### src/rtl/flash_cfi_emu.sv
// flash_cfi_emu: AMD/JEDEC command NOR flash emulator backed by an SDRAM image.
// Decodes unlock/command writes and serves autoselect and DQ7/DQ6 status reads.
// Program and erase become byte writes into SDRAM at sdram_offset + byte address.
// Ports: clk, reset (async, active high); slot side addr/din/we/ce in,
//   dout/data_valid/busy out; SDRAM side sdram_ready/sdram_done/sdram_offset in,
//   sdram_req/sdram_addr/sdram_din out.
// Optional: define FLASH_CHIP_ERASE_EN to enable the chip-erase command.
module flash_cfi_emu #(
  parameter int         ADDR_W    = 23,
  parameter int         SECTOR_W  = 16,
  parameter logic [7:0] MANUF_ID  = 8'h20,
  parameter logic [7:0] DEVICE_ID = 8'h7E,
  parameter logic [(2**(ADDR_W-SECTOR_W))-1:0] PROT_MASK = '0
) (
  input  logic              clk,
  input  logic              reset,
  input  logic [ADDR_W-1:0] addr,
  input  logic [7:0]        din,
  input  logic              we,
  input  logic              ce,
  output logic [7:0]        dout,
  output logic              data_valid,
  output logic              busy,
  input  logic              sdram_ready,
  input  logic              sdram_done,
  output logic              sdram_req,
  output logic [26:0]       sdram_addr,
  output logic [7:0]        sdram_din,
  input  logic [26:0]       sdram_offset
);

  localparam int SN = ADDR_W - SECTOR_W;

  typedef enum logic [1:0] {
    M_READ, M_AUTOSEL, M_PROG, M_ERASE
  } mode_e;

  mode_e             mode_q, mode_d;
  logic [2:0]        idx_q, idx_d;
  logic [2:0]        cnt_q, cnt_d;
  logic              we_q, rd_q;
  logic              tog_q, tog_d;
  logic              dq7_q, dq7_d;
  logic              pend_q, pend_d;
  logic [ADDR_W-1:0] paddr_q, paddr_d;
  logic [7:0]        pdin_q, pdin_d;
  logic [ADDR_W-1:0] ecnt_q, ecnt_d;
  logic              chip_q, chip_d;
  logic              req_q, req_d;
  logic [26:0]       saddr_q, saddr_d;
  logic [7:0]        sdin_q, sdin_d;

  logic              wr_ev, rd;
  logic              ulk_a, ulk_b;
  logic [SN-1:0]     asec, esec;
  logic              e_skip, e_last, pend_w;
  logic [ADDR_W-1:0] waddr;
  logic [7:0]        wdata;

  assign wr_ev  = we & ~we_q & ce;
  assign rd     = ce & ~we;
  assign ulk_a  = (addr[11:1] == 11'h555);
  assign ulk_b  = (addr[11:1] == 11'h2AA);
  assign asec   = addr[ADDR_W-1:SECTOR_W];
  assign esec   = ecnt_q[ADDR_W-1:SECTOR_W];
  assign busy   = (mode_q == M_PROG) | (mode_q == M_ERASE);

  // Chip erase walks the whole array; protected sectors are skipped
  // one sector per cycle without SDRAM traffic.
  assign e_skip = chip_q & PROT_MASK[esec];
  assign e_last = chip_q ? (&ecnt_q) : (&ecnt_q[SECTOR_W-1:0]);
  assign pend_w = ((mode_q == M_PROG) & pend_q) |
                  ((mode_q == M_ERASE) & ~e_skip);
  assign waddr  = (mode_q == M_ERASE) ? ecnt_q : paddr_q;
  assign wdata  = (mode_q == M_ERASE) ? 8'hFF : pdin_q;

  assign sdram_req  = req_q;
  assign sdram_addr = saddr_q;
  assign sdram_din  = sdin_q;
  assign data_valid = rd & (mode_q != M_READ);

  always_comb begin
    dout = 8'h00;
    if (rd) begin
      unique case (mode_q)
        M_AUTOSEL: begin
          unique case (addr[2:1])
            2'b00: dout = MANUF_ID;
            2'b01: dout = DEVICE_ID;
            2'b10: dout = {7'd0, PROT_MASK[asec]};
            default: dout = 8'h01;
          endcase
        end
        M_PROG:  dout = {dq7_q, tog_q, 6'd0};
        M_ERASE: dout = {1'b0, tog_q, 6'd0};
        default: dout = 8'hFF;
      endcase
    end
  end

  always_comb begin
    mode_d  = mode_q;
    idx_d   = idx_q;
    cnt_d   = cnt_q;
    tog_d   = tog_q;
    dq7_d   = dq7_q;
    pend_d  = pend_q;
    paddr_d = paddr_q;
    pdin_d  = pdin_q;
    ecnt_d  = ecnt_q;
    chip_d  = chip_q;
    req_d   = req_q;
    saddr_d = saddr_q;
    sdin_d  = sdin_q;

    if (busy & rd & ~rd_q) tog_d = ~tog_q;

    // SDRAM write engine: one request at a time, idle cycle between.
    if (req_q) begin
      if (sdram_done) begin
        req_d = 1'b0;
        if (mode_q == M_PROG) begin
          pend_d = 1'b0;
          mode_d = M_READ;
        end else if (e_last) begin
          mode_d = M_READ;
        end else begin
          ecnt_d = ecnt_q + ADDR_W'(1);
        end
      end
    end else if (pend_w & sdram_ready) begin
      req_d   = 1'b1;
      saddr_d = sdram_offset + 27'(waddr);
      sdin_d  = wdata;
    end else if ((mode_q == M_ERASE) & e_skip) begin
      if (&esec) mode_d = M_READ;
      else ecnt_d = {esec + SN'(1), {SECTOR_W{1'b0}}};
    end

    // Command decode; bus writes are ignored while busy.
    if (wr_ev & ~busy) begin
      if (cnt_q != 3'd0) begin
        // Armed: this write is program data.
        cnt_d = cnt_q - 3'd1;
        dq7_d = ~din[7];
        if (!PROT_MASK[asec]) begin
          mode_d  = M_PROG;
          pend_d  = 1'b1;
          paddr_d = addr;
          pdin_d  = din;
        end else if (cnt_q == 3'd1) begin
          mode_d = M_READ;
        end
      end else if (din == 8'hF0) begin
        mode_d = M_READ;
        idx_d  = 3'd0;
      end else begin
        idx_d = 3'd0;
        unique case (idx_q)
          3'd0: begin
            if (din == 8'hAA && ulk_a) idx_d = 3'd1;
            else if (din == 8'h50) cnt_d = 3'd2;
            else if (din == 8'h56) cnt_d = 3'd4;
          end
          3'd1: if (din == 8'h55 && ulk_b) idx_d = 3'd2;
          3'd2: begin
            if (ulk_a) begin
              if (din == 8'h90) mode_d = M_AUTOSEL;
              else if (din == 8'hA0) cnt_d = 3'd1;
              else if (din == 8'h80) idx_d = 3'd3;
            end
          end
          3'd3: if (din == 8'hAA && ulk_a) idx_d = 3'd4;
          3'd4: if (din == 8'h55 && ulk_b) idx_d = 3'd5;
          3'd5: begin
            if (din == 8'h30) begin
              // A protected sector erase finishes at once.
              if (!PROT_MASK[asec]) begin
                mode_d = M_ERASE;
                chip_d = 1'b0;
                ecnt_d = {asec, {SECTOR_W{1'b0}}};
              end
            end
`ifdef FLASH_CHIP_ERASE_EN
            else if (din == 8'h10 && ulk_a) begin
              mode_d = M_ERASE;
              chip_d = 1'b1;
              ecnt_d = '0;
            end
`endif
          end
          default: idx_d = 3'd0;
        endcase
      end
    end
  end

  always_ff @(posedge clk or posedge reset) begin
    if (reset) begin
      mode_q  <= M_READ;
      idx_q   <= 3'd0;
      cnt_q   <= 3'd0;
      we_q    <= 1'b0;
      rd_q    <= 1'b0;
      tog_q   <= 1'b0;
      dq7_q   <= 1'b0;
      pend_q  <= 1'b0;
      paddr_q <= '0;
      pdin_q  <= 8'h00;
      ecnt_q  <= '0;
      chip_q  <= 1'b0;
      req_q   <= 1'b0;
      saddr_q <= 27'd0;
      sdin_q  <= 8'h00;
    end else begin
      mode_q  <= mode_d;
      idx_q   <= idx_d;
      cnt_q   <= cnt_d;
      we_q    <= we;
      rd_q    <= rd;
      tog_q   <= tog_d;
      dq7_q   <= dq7_d;
      pend_q  <= pend_d;
      paddr_q <= paddr_d;
      pdin_q  <= pdin_d;
      ecnt_q  <= ecnt_d;
      chip_q  <= chip_d;
      req_q   <= req_d;
      saddr_q <= saddr_d;
      sdin_q  <= sdin_d;
    end
  end

endmodule

### config.mk
export PLATFORM = sky130hd
export DESIGN_NAME = flash_cfi_emu
export DESIGN_NICKNAME = d
export VERILOG_FILES = /design/src/rtl/flash_cfi_emu.sv
export SDC_FILE = /design/constraint.sdc
export NUM_CORES = 1
export LEC_CHECK = 0
export CAP_MARGIN = 20
export CORE_UTILIZATION = 55
export CTS_BUF_LIST = sky130_fd_sc_hd__clkbuf_8
export CTS_CLUSTER_SIZE = 16
export DETAILED_ROUTE_END_ITERATION = 8
export PLACE_DENSITY = 0.8
export SKIP_CTS_REPAIR_TIMING = 1
export SLEW_MARGIN = 30
export SYNTH_ARGS = -nofsm -noshare
export SYNTH_HDL_FRONTEND = slang
export SYNTH_SLANG_ARGS = --single-unit
### constraint.sdc
create_clock -name clk -period 8.9 [get_ports clk]
set_clock_uncertainty 0.1 [all_clocks]
set_input_delay 1.78 -clock clk [delete_from_list [all_inputs] [get_ports clk]]
set_output_delay 1.78 -clock clk [all_outputs]
set_load 0.05 [all_outputs]
======== Word-level counts from Yosys, hierarchy flattened ========
Memory sizes are Yosys's and may differ from the RTL's.
Index checks and enable logic that the tools add are counted.
operators by class
  equal/unequal tests ..................... 28
  muxes and demuxes ....................... 58
  magnitude comparators ................... 1
  add/sub/neg operators ................... 3
  reductions and logical operators ........ 13
  bitwise gates (word level) .............. 20
operator list
  kind                                                                           count
  23-bit two-way mux                                                             11
  8-bit == test (second input constant)                                          5
  2-bit two-way mux                                                              18
  3-bit two-way mux                                                              11
  27-bit by 23-bit adder with 27-bit output                                      1
  8-bit by 7-bit == test with 1-bit output (second input constant)               3
  8-bit case mux with 3 select lines                                             1
  23-bit by 1-bit adder with 23-bit output (second input constant)               1
  7-bit case mux with 3 select lines                                             1
  8-bit two-way mux                                                              2
  16-bit AND reduction                                                           1
  3-bit case mux with 5 select lines                                             1
  3-bit != test (second input constant)                                          4
  11-bit by 10-bit == test with 1-bit output (second input constant)             1
  11-bit == test (second input constant)                                         1
  1-bit two-way mux                                                              11
  1-bit AND                                                                      9
  1-bit inverter                                                                 9
  8-bit by 6-bit == test with 1-bit output (second input constant)               1
  7-bit by 8-bit less-than comparator with 1-bit output (second input constant)  1
  8-bit AND reduction                                                            1
  2-bit == test (second input constant)                                          3
  3-bit by 1-bit == test with 1-bit output (second input constant)               2
  3-bit by 2-bit == test with 1-bit output (second input constant)               2
  15 further kinds                                                               22
word-level totals
  flip-flop bits (word level) ............. 103
  memory bits (read-only) ................. 128
  word-level logic and storage cells ...... 138
  memories kept ........................... 1
  bits of input ports ..................... 64
memory list
  memory            depth  bits a word  read ports  clocked after memory_dff  write ports  RTL line  text
  (name not given)  128    1            1           0                         0            178       if (!PROT_MASK[asec]) begin

======== Depth between registers and ports, before layout ========
Gate-level depths: netlist of run 1.
  depth in word-level cells ............... 11
  mapped depth ............................ 16
  gate-level depth less buffers ........... 14

======== Worst setup path after synthesis of run 1 ========
No wires, ideal clock.
  path type ............................... input -> output
  start ................................... input ce
  end ..................................... output dout[6]
  buffers on the path ..................... 0
  data required time ...................... 7.020 ns
  stages .................................. 4
  path slack .............................. 3.527 ns
  arrival time ............................ 3.493 ns
  path through ............................ nor2b_1 > nand2_1 > a21oi_1 > a31o_2
on the way
  longest elaborated chain between the ends .. 2
RTL lines
  what               RTL line  text
  start, declared    20        input logic ce,
  1-bit AND          61        assign rd = ce & ~we;
  8-bit two-way mux  84        if (rd) begin
  end, declared      21        output logic [7:0] dout,
Every way passes these cells.

======== Worst setup path in the final report of run 1 ========
  start ................................... input ce
  end ..................................... output dout[6]
on the way
  longest elaborated chain between the ends .. 2
RTL lines
  what               RTL line  text
  1-bit AND          61
  via rd             53        logic wr_ev, rd;
  8-bit two-way mux  84
The timed path passes the listed nets, and every way through them passes these cells.

==> impl_metrics.env, run 1 <==
export IMPL_path_class="in -> out"
export IMPL_yosysWarnings=0
export IMPL_hold_class="reg -> reg"
export IMPL_multi_input_area_sq_um=3290
export IMPL_grt_usage=0.279
export IMPL_syn_area_per_cell_sq_um=9.05
export IMPL_cts_root_buf="clkbuf_8"
export IMPL_grt_busiest_layer="met2"
export IMPL_synth_cell_types=64
export IMPL_power_leakage_uw=0.00340
export IMPL_ys_seq_elements=103
export IMPL_ant_nets=0
export IMPL_crit_required_ps=7020
export IMPL_fin_crit_ps=5890
export IMPL_die_area_sq_um=11400
export IMPL_status="completed"
export IMPL_yosysSeqAreaShare=0.427
export IMPL_cap_violations=0
export IMPL_path_cells="clkdlybuf4s50_1 -> nor2b_1 -> nand2_1 -> a21oi_1 -> a31o_2 -> clkdlybuf4s50_1"
export IMPL_syn_inst=667
export IMPL_first_iter_violations=325
export IMPL_grt_pass1_vias=5226
export IMPL_max_freq_mhz=170
export IMPL_wire_per_inst_um=16.8
export IMPL_core_area_sq_um=10500
export IMPL_setup_viol=0
export IMPL_yosysTopAreaCell="dfrtp_1"
export IMPL_fillCellCount=829
export IMPL_min_period_over_period=0.662
export IMPL_synth_area_leaders="dfrtp_1 43%, nand2_1 10%, mux2_2 6.5%, ha_1 5.4%, o21ai_0 3.2%"
export IMPL_place_congestion=0.862
export IMPL_cp_common_cell="clkdlybuf4s50_1"
export IMPL_yosys_most_used_dff="dfrtp_1"
export IMPL_fin_cells=901
export IMPL_io_pins=110
export IMPL_grt_use_met3=0.0438
export IMPL_regArea_sq_um=2580
export IMPL_drive_above_1_share=0.0954
export IMPL_syn_nets=758
export IMPL_grt_max_degree=78
export IMPL_antenna_cells=0
export IMPL_met2_usage=0.445
export IMPL_cts_htree_levels=3
export IMPL_async_reset_ff_frac=1.00
export IMPL_dieHeight_um=107
export IMPL_cp_arrival_ps=4010
export IMPL_worst_path_max_fanout=6
export IMPL_cts_tree="done"
export IMPL_ir_worst_vdd_v=0.000226
export IMPL_slew_headroom=0.440
export IMPL_io_buffers=109
export IMPL_grt_first_pass_wirelength_um=25200
export IMPL_end_kind="output port"
export IMPL_dp_hpwl_um=11200
export IMPL_numCtsBuffers=9
export IMPL_powerDensity_nw_per_um2=326
export IMPL_nNetsFinal=852
export IMPL_wirelength_um=15200
export IMPL_setup_tns_ps=0
export IMPL_synth_top_area_frac=0.427
export IMPL_antenna_found_initial=0
export IMPL_slowest_stage="clkdlybuf4s50_1"
export IMPL_cpPeakStageDelay_ps=790
export IMPL_rsz0062_at_grt="no"
export IMPL_die_w_um=107
export IMPL_met1_usage=0.390
export IMPL_syn_to_final_growth_pct=23.5
export IMPL_synth_enable_flop_cells=0
export IMPL_clk_pin_slew_ps=100
export IMPL_vias=5276
export IMPL_overflow=0
export IMPL_start_kind="primary input"
export IMPL_synth_common_cells="161 x nand2_1, 103 x dfrtp_1, 38 x o21ai_0, 35 x mux2_2, 32 x nor2_1"
export IMPL_dp_cells=886
export IMPL_clkSinkCount=103
export IMPL_post_drt_via_cell_ratio=5.86
export IMPL_slew_viol_final=0
export IMPL_worstSkewPairLatency_ps=370
export IMPL_row_count=37
export IMPL_initial_utilization=0.577
export IMPL_clk_path_buf_depth=2
export IMPL_hold_violations=0
export IMPL_tightest_slew_ps=838
export IMPL_drtPass1Iterations=5
export IMPL_yosysMostFrequentCell="nand2_1"
export IMPL_netlist_area_sq_um=6040
export IMPL_drc=0
## flip-flops by register name, summed over array words and instances (netlist names)
name / count
cnt_q: 3
we_q: 1
rd_q: 1
pdin_q: 8
mode_q: 2
sdram_req: 1
sdram_addr: 27
paddr_q: 23
idx_q: 3
sdram_din: 8
pend_q: 1
ecnt_q: 23
dq7_q: 1
tog_q: 1
## cells in the final DEF (no fill, tap or decap), types with 7 or more instances in the layout
cell / netlist / layout
nand2_1: 161 / 161
clkdlybuf4s50_1: 0 / 109
dfrtp_1: 103 / 103
o21ai_0: 38 / 38
mux2_2: 35 / 35
nor2_1: 32 / 32
nand3_1: 27 / 27
ha_1: 26 / 26
a21oi_1: 25 / 25
xor2_1: 21 / 21
a21o_1: 17 / 17
xnor2_1: 15 / 15
inv_1: 12 / 11
clkbuf_8: 0 / 10
a31oi_1: 9 / 9
nand2b_1: 9 / 9
o21ai_1: 9 / 9
nor4_1: 7 / 7
## worst max-delay path, delay by kind of cell
| family | cells | cell delay [ps] |
|---|---|---|
| buffers and inverters | 2 | 1260 |
| AO/OA/AOI/OAI | 2 | 500 |
| AND/OR/NAND/NOR | 2 | 470 |
## through the flow
step | cell area [sq um] | hold WS [ps] | util | power, uW | setup WS, ps
CTS | 7450 | 382 | 0.712 | 2430 | 2970
finish | 7450 | 379 | 0.713 | 2430 | 3010
global placement | 7210 | 351 | 0.689 | 2030 | 3110
floorplan | 6040 | 342 | - | 1690 | 3530
detailed placement | 7210 | 360 | 0.689 | 2080 | 3000
global route | 7450 | 409 | 0.713 | 2590 | 2880
## metal layers
layer,up-vias,share of wire
met2,156,0.47
met4,0,0.020
li1,2518,-
met1,2578,0.46
met5,-,0
met3,24,0.048
## power breakdown
part	leakage [uW]	internal, uW	switching (uW)
registers	0.00130	637	101
logic	0.00197	526	815
clock network	0.000123	194	161
total	0.00340	1360	1080
## path summary, 6_finish.rpt
| path | startpoint | endpoint | cells after the start | slack, ps |
|---|---|---|---|---|
| min in group asynchronous | reset | sdram_addr[1] | 2 | 1620 |
| max in group asynchronous | reset | ecnt_q[9] | 3 | 6100 |
| min reg2reg | sdram_din[3] | sdram_din[3] | 2 | 380 |
| min | sdram_din[3] | sdram_din[3] | 2 | 380 |
| max reg2reg | mode_q[0] | sdram_addr[25] | 12 | 5040 |
| max | ce | dout[6] | 6 | 3010 |
## cells by family after synthesis
family,share of synthesized area
flip-flops,0.427
AO/OA/AOI/OAI,0.144
XOR/XNOR,0.0522
multiplexers,0.0669
adder cells (fa/ha/maj),0.0572
buffers and inverters,0.0300
AND/OR/NAND/NOR,0.223
## layout make-up
cell class,count,share of cell area
Clock buffer,10,0.0185
Clock inverter,5,0.0139
Multi-Input combinational cell,521,0.441
Inverter,12,0.00638
Tap cell,136,0.0228
Sequential cell,103,0.346
Timing Repair Buffer,114,0.152
(Power assumes the default switching activity.)
==> run 2: changes to the inputs <==
--- a/config.mk
+++ b/config.mk
@@ -6,11 +6,11 @@
 export NUM_CORES = 1
 export LEC_CHECK = 0
 export CAP_MARGIN = 20
-export CORE_UTILIZATION = 55
+export CORE_UTILIZATION = 49
 export CTS_BUF_LIST = sky130_fd_sc_hd__clkbuf_8
 export CTS_CLUSTER_SIZE = 16
 export DETAILED_ROUTE_END_ITERATION = 8
-export PLACE_DENSITY = 0.8
+export PLACE_DENSITY = 0.75
 export SKIP_CTS_REPAIR_TIMING = 1
 export SLEW_MARGIN = 30
 export SYNTH_ARGS = -nofsm -noshare
==> constraint.sdc (replaced) <==
create_clock -name clk -period 5.35 [get_ports clk]
set_clock_uncertainty 0.1 [all_clocks]
set_input_delay 1.07 -clock clk [delete_from_list [all_inputs] [get_ports clk]]
set_output_delay 1.07 -clock clk [all_outputs]
set_load 0.05 [all_outputs]
==> impl_metrics.env, run 2 (synthesis gave the netlist of run 1 again) <==
export IMPL_cap_violations=0
export IMPL_initial_utilization=0.503
export IMPL_wirelength_um=15200
export IMPL_dp_hpwl_um=11600
export IMPL_fin_crit_ps=4560
export IMPL_hold_class="reg -> reg"
export IMPL_grt_max_degree=79
export IMPL_cpPeakStageDelay_ps=790
export IMPL_syn_to_final_growth_pct=22.8
export IMPL_dieHeight_um=113
export IMPL_crit_required_ps=4180
export IMPL_wire_per_inst_um=16.7
export IMPL_powerDensity_nw_per_um2=529
export IMPL_die_w_um=113
export IMPL_die_area_sq_um=12800
export IMPL_clkSinkCount=103
export IMPL_dpl_instance_area_sq_um=7230
export IMPL_fin_cells=913
export IMPL_clk_path_buf_depth=2
export IMPL_numCtsBuffers=9
export IMPL_post_drt_via_cell_ratio=5.64
export IMPL_dp_cells=899
export IMPL_final_common_cell="nand2_1"
export IMPL_nNetsFinal=854
export IMPL_rsz0062_at_grt="no"
export IMPL_design_area_sq_um=7410
export IMPL_min_period_over_period=0.852
export IMPL_setup_viol=0
export IMPL_final_cell_mix="161 x nand2_1, 109 x clkdlybuf4s50_1, 103 x dfrtp_1, 38 x o21ai_0, 35 x mux2_2"
export IMPL_grt_pass1_vias=5136
export IMPL_path_cells="clkdlybuf4s50_1 -> nor2b_1 -> nand2_1 -> a21oi_1 -> a31o_2 -> clkdlybuf4s50_1"
export IMPL_vias=5153
export IMPL_largest_reg_flops=27
export IMPL_path_class="in -> out"
export IMPL_tightest_slew_ps=974
export IMPL_grt_first_pass_wirelength_um=25400
export IMPL_cts_htree_levels=3
export IMPL_start_kind="primary input"
export IMPL_first_iter_violations=340
export IMPL_status="completed"
export IMPL_grt_usage=0.255
export IMPL_cp_arrival_ps=3390
export IMPL_ir_worst_vdd_v=0.000272
export IMPL_worstSkewPairLatency_ps=380
export IMPL_worst_path_max_fanout=6
export IMPL_antenna_cells=0
export IMPL_cts_root_buf="clkbuf_8"
export IMPL_cts_tree="done"
export IMPL_end_kind="output port"
export IMPL_fillCellCount=1041
export IMPL_slowest_stage="clkdlybuf4s50_1"
export IMPL_setup_tns_ps=0
export IMPL_slew_headroom=0.348
export IMPL_io_buffers=109
export IMPL_drive_above_1_share=0.0914
export IMPL_drtPass1Iterations=5
export IMPL_place_congestion=0.880
export IMPL_power_leakage_uw=0.00338
export IMPL_slew_viol_final=0
export IMPL_hold_violations=0
export IMPL_clk_pin_slew_ps=90
export IMPL_io_pins=110
export IMPL_max_freq_mhz=219
export IMPL_core_area_sq_um=12000
export IMPL_cp_top_family="buffers and inverters"
export IMPL_cp_common_cell="clkdlybuf4s50_1"
export IMPL_overflow=0
export IMPL_row_count=40
export IMPL_drc=0
export IMPL_antenna_found_initial=0
export IMPL_ant_nets=0
export IMPL_cp_buffers_inverters=2
## run 2: stage by stage
step                      hold slack, ps  total power, uW   util  worst slack (ps)
after floorplan                      342             2820      -              1400
after global placement               354             3380  0.602               963
after detailed placement             358             3450  0.602               811
after CTS                            377             3920  0.617               786
after global routing                 400             4180  0.617               635
final                                373             3920  0.617               792
## run 2: per-layer routing
metal	share of wire	up-vias	global-route usage
li1	-	2518	-
met1	0.47	2485	0.357
met2	0.47	131	0.411
met3	0.046	19	0.0332
met4	0.017	0	0.0868
met5	0	-	0
## run 2: tightest hold or removal path, delay by kind of cell, from the launching register on
family	cells	cell delay (ps)
DFF	1	350
and+or+nand+nor	2	100
## run 2: path summary, 6_finish.rpt
path,to,cells after the start,from,slack [ps]
setup / recovery,dout[6],6,ce,790
hold / removal,sdram_din[0],2,sdram_din[0],370
setup reg to reg,sdram_addr[25],13,mode_q[0],1250
hold reg to reg,sdram_din[0],2,sdram_din[0],370
max in group asynchronous,sdram_addr[14],3,reset,3250
min in group asynchronous,sdram_din[6],2,reset,1060
## run 2: area by class of cell
class | count | area (sq um) | area share
Sequential cell | 103 | 2580 | 0.348
Inverter | 12 | 50.0 | 0.00675
Timing Repair Buffer | 116 | 1140 | 0.154
Tap cell | 147 | 184 | 0.0248
Clock buffer | 9 | 124 | 0.0167
Clock inverter | 5 | 53.8 | 0.00726
Multi-Input combinational cell | 521 | 3280 | 0.442
## run 2: where the power goes
group          internal, uW  leakage, uW  switching [uW]  total (uW)
logic                   873      0.00198            1340        2220
clock network           209    0.0000938             269         479
registers              1060      0.00130             167        1230
total                  2140      0.00338            1780        3920
